File: src/rtl/clk_div_pkg.sv
// Shared types and helpers for the programmable clock divider.
package clk_div_pkg;

    typedef enum logic {
        IDLE = 1'b0,
        RUN  = 1'b1
    } clk_div_state_e;

    localparam int CLK_DIV_MIN = 2;

    // High-phase length H: N/2 for even N, (N+1)/2 for odd N; the extra bit keeps N = max from wrapping.
    function automatic logic [31:0] clk_div_half(input logic [31:0] n);
        logic [32:0] sum;
        sum = {1'b0, n} + {32'd0, n[0]};
        return sum[32:1];
    endfunction

endpackage

File: src/rtl/clk_div_duty_fix.sv
// Falling-edge retiming stage that trims odd-ratio high phases to exactly N/2 input periods.
module clk_div_duty_fix (
    input  logic clk_i,
    input  logic rst_ni,
    input  logic pos_hi_i,
    input  logic odd_i,
    output logic clk_o
);

    logic neg_hi_q;

    always_ff @(negedge clk_i or negedge rst_ni) begin
        if (!rst_ni) begin
            neg_hi_q <= 1'b0;
        end else begin
            neg_hi_q <= pos_hi_i;
        end
    end

    // AND with the half-cycle-delayed copy: rises half a cycle late, falls on the rising edge.
    assign clk_o = odd_i ? (pos_hi_i & neg_hi_q) : pos_hi_i;

endmodule

File: src/rtl/clk_div_prog.sv
// Runtime-programmable integer clock divider with glitch-free ratio changes at period boundaries.
// Define CLK_DIV_ODD_DUTY50_EN to get 50 % duty for odd ratios via a falling-edge stage.
module clk_div_prog
    import clk_div_pkg::*;
#(
    parameter int DIV_W       = 8,
    parameter int DIV_DEFAULT = 5
) (
    input  logic             clk_in,
    input  logic             reset_n,
    input  logic             enable,
    input  logic [DIV_W-1:0] div_val,
    input  logic             div_load,
    output logic             clk_out,
    output logic             tick,
    output logic [DIV_W-1:0] div_cur,
    output logic             cfg_err
);

    clk_div_state_e   state_q, state_d;
    logic [DIV_W-1:0] count_q, count_d;
    logic [DIV_W-1:0] div_cur_q, div_cur_d;
    logic [DIV_W-1:0] shadow_q, shadow_d;
    logic             pending_q, pending_d;
    logic             pos_hi_q, pos_hi_d;
    logic             cfg_err_q, cfg_err_d;

    logic             load_legal;
    logic             load_bad;
    logic             at_end;
    logic [DIV_W-1:0] count_inc;
    logic [DIV_W-1:0] half_cur;

    assign load_legal = div_load && (div_val >= DIV_W'(CLK_DIV_MIN));
    assign load_bad   = div_load && (div_val <  DIV_W'(CLK_DIV_MIN));
    assign at_end     = (count_q == (div_cur_q - DIV_W'(1)));
    assign count_inc  = count_q + DIV_W'(1);
    assign half_cur   = DIV_W'(clk_div_half(32'(div_cur_q)));

    // State register
    always_ff @(posedge clk_in or negedge reset_n) begin
        if (!reset_n) begin
            state_q <= IDLE;
        end else begin
            state_q <= state_d;
        end
    end

    // Next-state logic; a running period always completes before stopping
    always_comb begin
        state_d = state_q;
        case (state_q)
            IDLE:    if (enable) state_d = RUN;
            RUN:     if (at_end && !enable) state_d = IDLE;
            default: state_d = IDLE;
        endcase
    end

    // Counter, phase and ratio bookkeeping
    always_comb begin
        count_d   = count_q;
        pos_hi_d  = pos_hi_q;
        div_cur_d = div_cur_q;
        shadow_d  = shadow_q;
        pending_d = pending_q;
        cfg_err_d = load_bad;
        case (state_q)
            IDLE: begin
                count_d  = '0;
                pos_hi_d = enable;
                if (load_legal) begin
                    div_cur_d = div_val;
                end
            end
            RUN: begin
                if (at_end) begin
                    // Period boundary: a same-edge load wins over the shadow copy.
                    count_d   = '0;
                    pos_hi_d  = enable;
                    pending_d = 1'b0;
                    if (load_legal) begin
                        div_cur_d = div_val;
                    end else if (pending_q) begin
                        div_cur_d = shadow_q;
                    end
                end else begin
                    count_d  = count_inc;
                    pos_hi_d = (count_inc < half_cur);
                    if (load_legal) begin
                        shadow_d  = div_val;
                        pending_d = 1'b1;
                    end
                end
            end
            default: begin
                count_d  = '0;
                pos_hi_d = 1'b0;
            end
        endcase
    end

    always_ff @(posedge clk_in or negedge reset_n) begin
        if (!reset_n) begin
            count_q   <= '0;
            pos_hi_q  <= 1'b0;
            div_cur_q <= DIV_W'(DIV_DEFAULT);
            pending_q <= 1'b0;
            cfg_err_q <= 1'b0;
        end else begin
            count_q   <= count_d;
            pos_hi_q  <= pos_hi_d;
            div_cur_q <= div_cur_d;
            pending_q <= pending_d;
            cfg_err_q <= cfg_err_d;
        end
    end

    // The shadow is only read when pending is set, so it needs no reset.
    always_ff @(posedge clk_in) begin
        shadow_q <= shadow_d;
    end

    // Outputs
    always_comb begin
        tick = (state_q == RUN) && at_end;
    end

    assign div_cur = div_cur_q;
    assign cfg_err = cfg_err_q;

`ifdef CLK_DIV_ODD_DUTY50_EN
    clk_div_duty_fix u_duty_fix (
        .clk_i    (clk_in),
        .rst_ni   (reset_n),
        .pos_hi_i (pos_hi_q),
        .odd_i    (div_cur_q[0]),
        .clk_o    (clk_out)
    );
`else
    assign clk_out = pos_hi_q;
`endif

endmodule

File: config.mk
export PLATFORM = sky130hd
export DESIGN_NAME = clk_div_prog
export DESIGN_NICKNAME = d
export VERILOG_FILES = /design/src/rtl/clk_div_pkg.sv /design/src/rtl/clk_div_duty_fix.sv /design/src/rtl/clk_div_prog.sv
export SDC_FILE = /design/constraint.sdc
export NUM_CORES = 1
export LEC_CHECK = 0
export CORE_MARGIN = 5
export CORE_UTILIZATION = 30
export CTS_BUF_LIST = sky130_fd_sc_hd__clkbuf_16
export DETAILED_ROUTE_END_ITERATION = 7
export DONT_BUFFER_PORTS = 1
export GPL_ROUTABILITY_DRIVEN = 1
export GPL_TIMING_DRIVEN = 0
export SYNTH_ARGS = -nofsm -noshare
export SYNTH_HDL_FRONTEND = slang
export SYNTH_SLANG_ARGS = --single-unit
File: constraint.sdc
create_clock -name clk_in -period 2.71 [get_ports clk_in]
set_input_delay 0.271 -clock clk_in [delete_from_list [all_inputs] [get_ports clk_in]]
set_output_delay 0.271 -clock clk_in [all_outputs]
set_load 0.02 [all_outputs]
# --- Yosys cells after proc, flatten, opt, wreduce, memory -nomap -nowiden ---
# Index checks and enable logic that the tools add are counted.
word_totals:
  reg_bits: 28
  inputBits: 12
  output_inout_bits: 11
  wordCells: 42
op_classes:
  add_sub_neg: 3
  magnitude_cmp: 3
  eq_ne: 4
  mux: 14
  bitwise_logic: 2
  n_reduce_logical: 9
op_table:
  columns: ["operator", "n"]
  rows:
  - ["two-way mux 8 bit", 5]
  - ["one-hot mux 8 bit (2 select lines)", 2]
  - ["adder 8 x 1 -> 9 bit", 1]
  - ["adder 8 x 1 -> 8 bit, second input constant", 1]
  - ["equality test 8 bit", 1]
  - ["greater-or-equal comparator 8 x 2 -> 1 bit, second input constant", 1]
  - ["less-than comparator 8 x 2 -> 1 bit, second input constant", 1]
  - ["less-than comparator 8 bit", 1]
  - ["subtractor 8 x 1 -> 8 bit, second input constant", 1]
  - ["AND reduction 3 bit", 2]
  - ["two-way mux 1 bit", 5]
  - ["logical AND 1 bit", 4]
  - ["one-hot mux 1 bit (2 select lines)", 2]
  - ["!= test 3 x 1 -> 1 bit, second input constant", 1]
  - ["!= test 2 x 1 -> 1 bit, second input constant", 1]
  - ["!= test 2 bit, second input constant", 1]
  - ["inverter 1 bit", 2]
  - ["AND reduction 2 bit", 1]
  - ["nonzero test 2 bit", 1]
  - ["zero test 1 bit", 1]

# --- Logic depth before layout (Yosys ltp) ---
depth:
  depth_word: 5
  mapped_depth: 11
  ltp_nobuf: 10

# --- Least setup slack after synthesis ---
# No wires, ideal clock.
synth_path:
  path_type: "reg-to-reg"
  start: "reg div_cur_q[0] (netlist: div_cur[0])"
  end: "reg div_cur_q[7] (netlist: div_cur[7])"
  arrival_ns: 2.575
  path_slack_ns: 0.010
  path_stages_with_launch: 8
  n_path_buf: 0
  period_less_slack_ns: 2.700
  cell_sequence: "dfstp_2 -> inv_1 -> ha_1 -> or3_2 -> a31oi_1 -> o211ai_4 -> a22oi_4 -> mux2_4"
synth_between:
  elab_chain_len: 4
synth_lines:
  columns: ["item", "line", "text"]
  rows:
  - ["start, declared", "clk_div_prog.sv:22", "logic [DIV_W-1:0] div_cur_q, div_cur_d;"]
  - ["start signal, assigned", "clk_div_prog.sv:106", "div_cur_q <= DIV_W'(DIV_DEFAULT);"]
  - ["start signal, assigned", "clk_div_prog.sv:112", "div_cur_q <= div_cur_d;"]
  - ["subtractor 8 x 1 -> 8 bit", "clk_div_prog.sv:36", "assign at_end = (count_q == (div_cur_q - DIV_W'(1)));"]
  - ["equality test 8 bit", "clk_div_prog.sv:36", null]
  - ["!= test 2 x 1 -> 1 bit (no line)", null, null]
  - ["AND reduction 3 bit (no line)", null, null]
# No other way between the ends.
# A chain may end at the register's enable or synchronous reset.

# --- Worst setup path in the final report ---
layout_path:
  start: "reg div_cur_q[3] (netlist: div_cur[3])"
  end: "reg shadow_q[7], enable pin"
layout_between:
  elab_chain_len: 4
layout_lines:
  columns: ["item", "line", "text"]
  rows:
  - ["subtractor 8 x 1 -> 8 bit", "clk_div_prog.sv:36", null]
  - ["equality test 8 bit", "clk_div_prog.sv:36", null]
  - ["inverter 1 bit (no line)", null, null]
  - ["AND reduction 3 bit (no line)", null, null]
  - ["end signal, assigned", "clk_div_prog.sv:120", "shadow_q <= shadow_d;"]
  - ["end, declared", "clk_div_prog.sv:23", "logic [DIV_W-1:0] shadow_q, shadow_d;"]
# No other way between the ends.

==> run_results.csv <==
group,metric,value,unit
floorplan,pin_count,23,
logic_synthesis,ys_seq_elements,28,
global_route,grt_pass1_wl,6127,um
global_route,first_global_vias,1282,
critical_path,crit_type,"flop to flop",
floorplan,dieHeight,87.36,um
global_route,use_met2,0.1699,
floorplan,num_rows,28,
critical_path,crit_end,"shadow_q[7]",
timing,finalSetupViolations,0,
cts,cts_root_buf,"clkbuf_16",
routing,drc,0,
logic_synthesis,synthTopCellsByArea,"dfrtp_1 25%, edfxtp_1 13%, ha_1 7.0%, xnor2_1 6.3%, xor2_1 3.9%",
global_route,grt-busiest-layer,"met2",
timing,min_period,2.596,ns
timing,clock_skew,0.003458,ns
power,ir_drop,0.4349,mV
timing,whs,0.07384,ns
cts,clk_latency,0.26,ns
min_path,min_path_type,"primary input to flop",
critical_path,cp_data_arrival_time,2.54,ns
routing,vias,1204,
global_route,grtUsageMet3,0.02554,
critical_path,r2r_setup_slack,0.11,ns
timing,tns,0,ns
logic_synthesis,synth_commonest_cells,"18 x dfrtp_1, 16 x nor2_1, 13 x xnor2_1",
critical_path,crit_fanout,9,
cells_and_area,nNetsFinal,197,
global_route,grt_usage,0.1041,
place,gp_congestion,0.7294,
timing,drv_slew,0,
cells_and_area,seqCellArea,748.2,um2
cells_and_area,layout-drive-gt1-share,0.2471,
global_route,grt_max_degree,21,
logic_synthesis,yosysTopAreaCell,"dfrtp_1",
place,post-place-ws,-0.2901,ns
global_route,met1_usage,0.1277,
routing,drt-initial-drc-count,23,
outcome,status,"finished clean",
floorplan,chipWidth,87.36,um
cells_and_area,multi_input_area,1033,um2
routing,drt-total-wl,3581,um
critical_path,r2r_start,"div_cur[3]",
critical_path,r2r-end,"shadow_q[7]",
cts,cts_buffer_depth,2,
timing,rsz0062_at_grt,"false",
place,hpwlAfterDp,2802,um
power,power_density,1144,nW/um2
timing,slew_headroom,0.4090,
cells_and_area,num-fill-cells,608,
logic_synthesis,yosys_warnings,0,
cts,cts_inserted_buffers,3,
floorplan,die_area,7632,um2
cells_and_area,syn2layout_area_growth,15.82,%
timing,setup_slack,0.1135,ns
power,total_leakage_power,0.8837,nW
global_route,antenna_found_initial,0,
logic_synthesis,synthCells,165,
job,max-cap-violations,0,
place,port-buffer-count,0,
routing,viasPerCell,4.835,
routing,firstDrtPassIters,4,
logic_synthesis,synth_cell_types,44,
logic_synthesis,netlist.area_leader.share,0.2509,
logic_synthesis,async_reset_ff_frac,0.7143,
cts,clock-sinks,28,
timing,worstMarginPinSlew,0.8836,ns
logic_synthesis,seq_area_frac_synth,0.4139,
logic_synthesis,synth_area,1795,um2
critical_path,crit_required,2.66,ns
floorplan,initial_core_util,0.3051,
timing,hold_viol_final,0,
routing,wl_per_cell,14.38,um
timing,max_freq,385.1,MHz
power,p_total,0.002380,W
cells_and_area,antenna_cells,0,
logic_synthesis,synth_nets,187,
logic_synthesis,yosysMostFrequentCell,"dfrtp_1",
global_route,grt_overflow,0,
cts,path_clk_slew,0.06,ns
floorplan,core,5886,um2
critical_path,worst_setup_path_start_kind,"flop",
critical_path,crit_start,"div_cur[3]",
cts,h-tree-depth,1,
critical_path,rr_worst_depth,6,
logic_synthesis,synth_edf_count,8,
routing,final_antenna_net_count,0,
timing,period_share,0.9581,
critical_path,endpoint_kind,"flop",
logic_synthesis,syn-mean-instance-area,10.88,um2
cts,cts_tree,"built",
logic_synthesis,synthFlopType,"dfrtp_1",
[registers in the layout (all words and copies together), names as in the netlist]
register	flops
count_q	8
div_cur	8
shadow_q	8
cfg_err	1
clk_out	1
pending_q	1
state_q	1
[power breakdown]
part / internal [W] / total [W] / switching, W
logic: 0.000626 / 0.00123 / 0.000603
registers: 0.000582 / 0.000823 / 0.000241
clock network: 0.000197 / 0.000327 / 0.000130
total: 0.00141 / 0.00238 / 0.000975
[placed cells by master (no fill, tap or decap), drive strengths merged, types with 2 or more instances in the layout]
cell / count
ha: 10
nand2: 11
mux2i: 5
a31oi: 2
dfstp: 2
mux2: 6
nand2b: 2
and3: 8
clkbuf: 6
nor2: 16
dfrtp: 18
a32o: 2
nor2b: 2
o21ai: 6
xnor2: 13
edfxtp: 8
nand4: 2
inv: 6
xor2: 8
nand3: 7
buf: 7
nor3: 4
a21oi: 4
a21o: 5
[repair_timing]
action | in CTS | in global routing
setup endpoints to repair | 18 | 13
pin swaps | 1 | 2
setup buffers | 2 | 2
gates resized for setup | 8 | 6
endpoints found under the hold margin | 20 | 0
hold buffers | 1 | 0
[per-layer routing]
metal / share of wire / up-vias
met5: 0 / -
met4: 0.022 / 0
met3: 0.051 / 5
met2: 0.48 / 20
met1: 0.45 / 568
li1: - / 611
[cell type report]
class,instances,share of cell area
multi-input combinational,126,0.4970
sequential,28,0.3598
tap,75,0.04513
clock buffer,3,0.03610
timing repair buffer,5,0.02527
buffer,6,0.02467
inverter,5,0.01023
clock inverter,1,0.001805
[worst min-delay path by stage]
| stage | from | end | slack [ns] | depth (start not counted) |
|---|---|---|---|---|
| CTS | div_val[7] | cfg_err | 0.06 | 1 |
| global route | div_val[7] | cfg_err | 0.08 | 1 |
| floorplan | reset_n | cfg_err | -0.02 | 0 |
| finish | div_val[7] | cfg_err | 0.07 | 1 |
| global placement | reset_n | div_cur[1] | -0.02 | 0 |
| detailed placement | reset_n | div_cur[1] | -0.02 | 0 |
[metrics by stage]
step	instance area, um2	util	std cells
floorplan	1795	-	165
global placement	1889	0.3210	240
detailed placement	1889	0.3210	240
CTS	2038	0.3463	247
global route	2079	0.3533	249
finish	2079	0.3533	249
[critical path: stages, from the launching register on]
cell and delay, ns:
dfrtp_1 0.46, buf_6 0.18, or4_4 0.53, o211a_1 0.27, o211ai_4 0.29, nand2_1 0.25, nor2_4 0.30
[cell families after synthesis]
group / Yosys count / synth area share
simple gates: 58 / 0.1728
xor+xnor: 21 / 0.1024
fa+ha+maj: 10 / 0.06969
mux: 11 / 0.07387
flops: 28 / 0.4139
buf+inv: 11 / 0.03903
compound gates: 26 / 0.1282
Power figures use the tool's default switching activity.
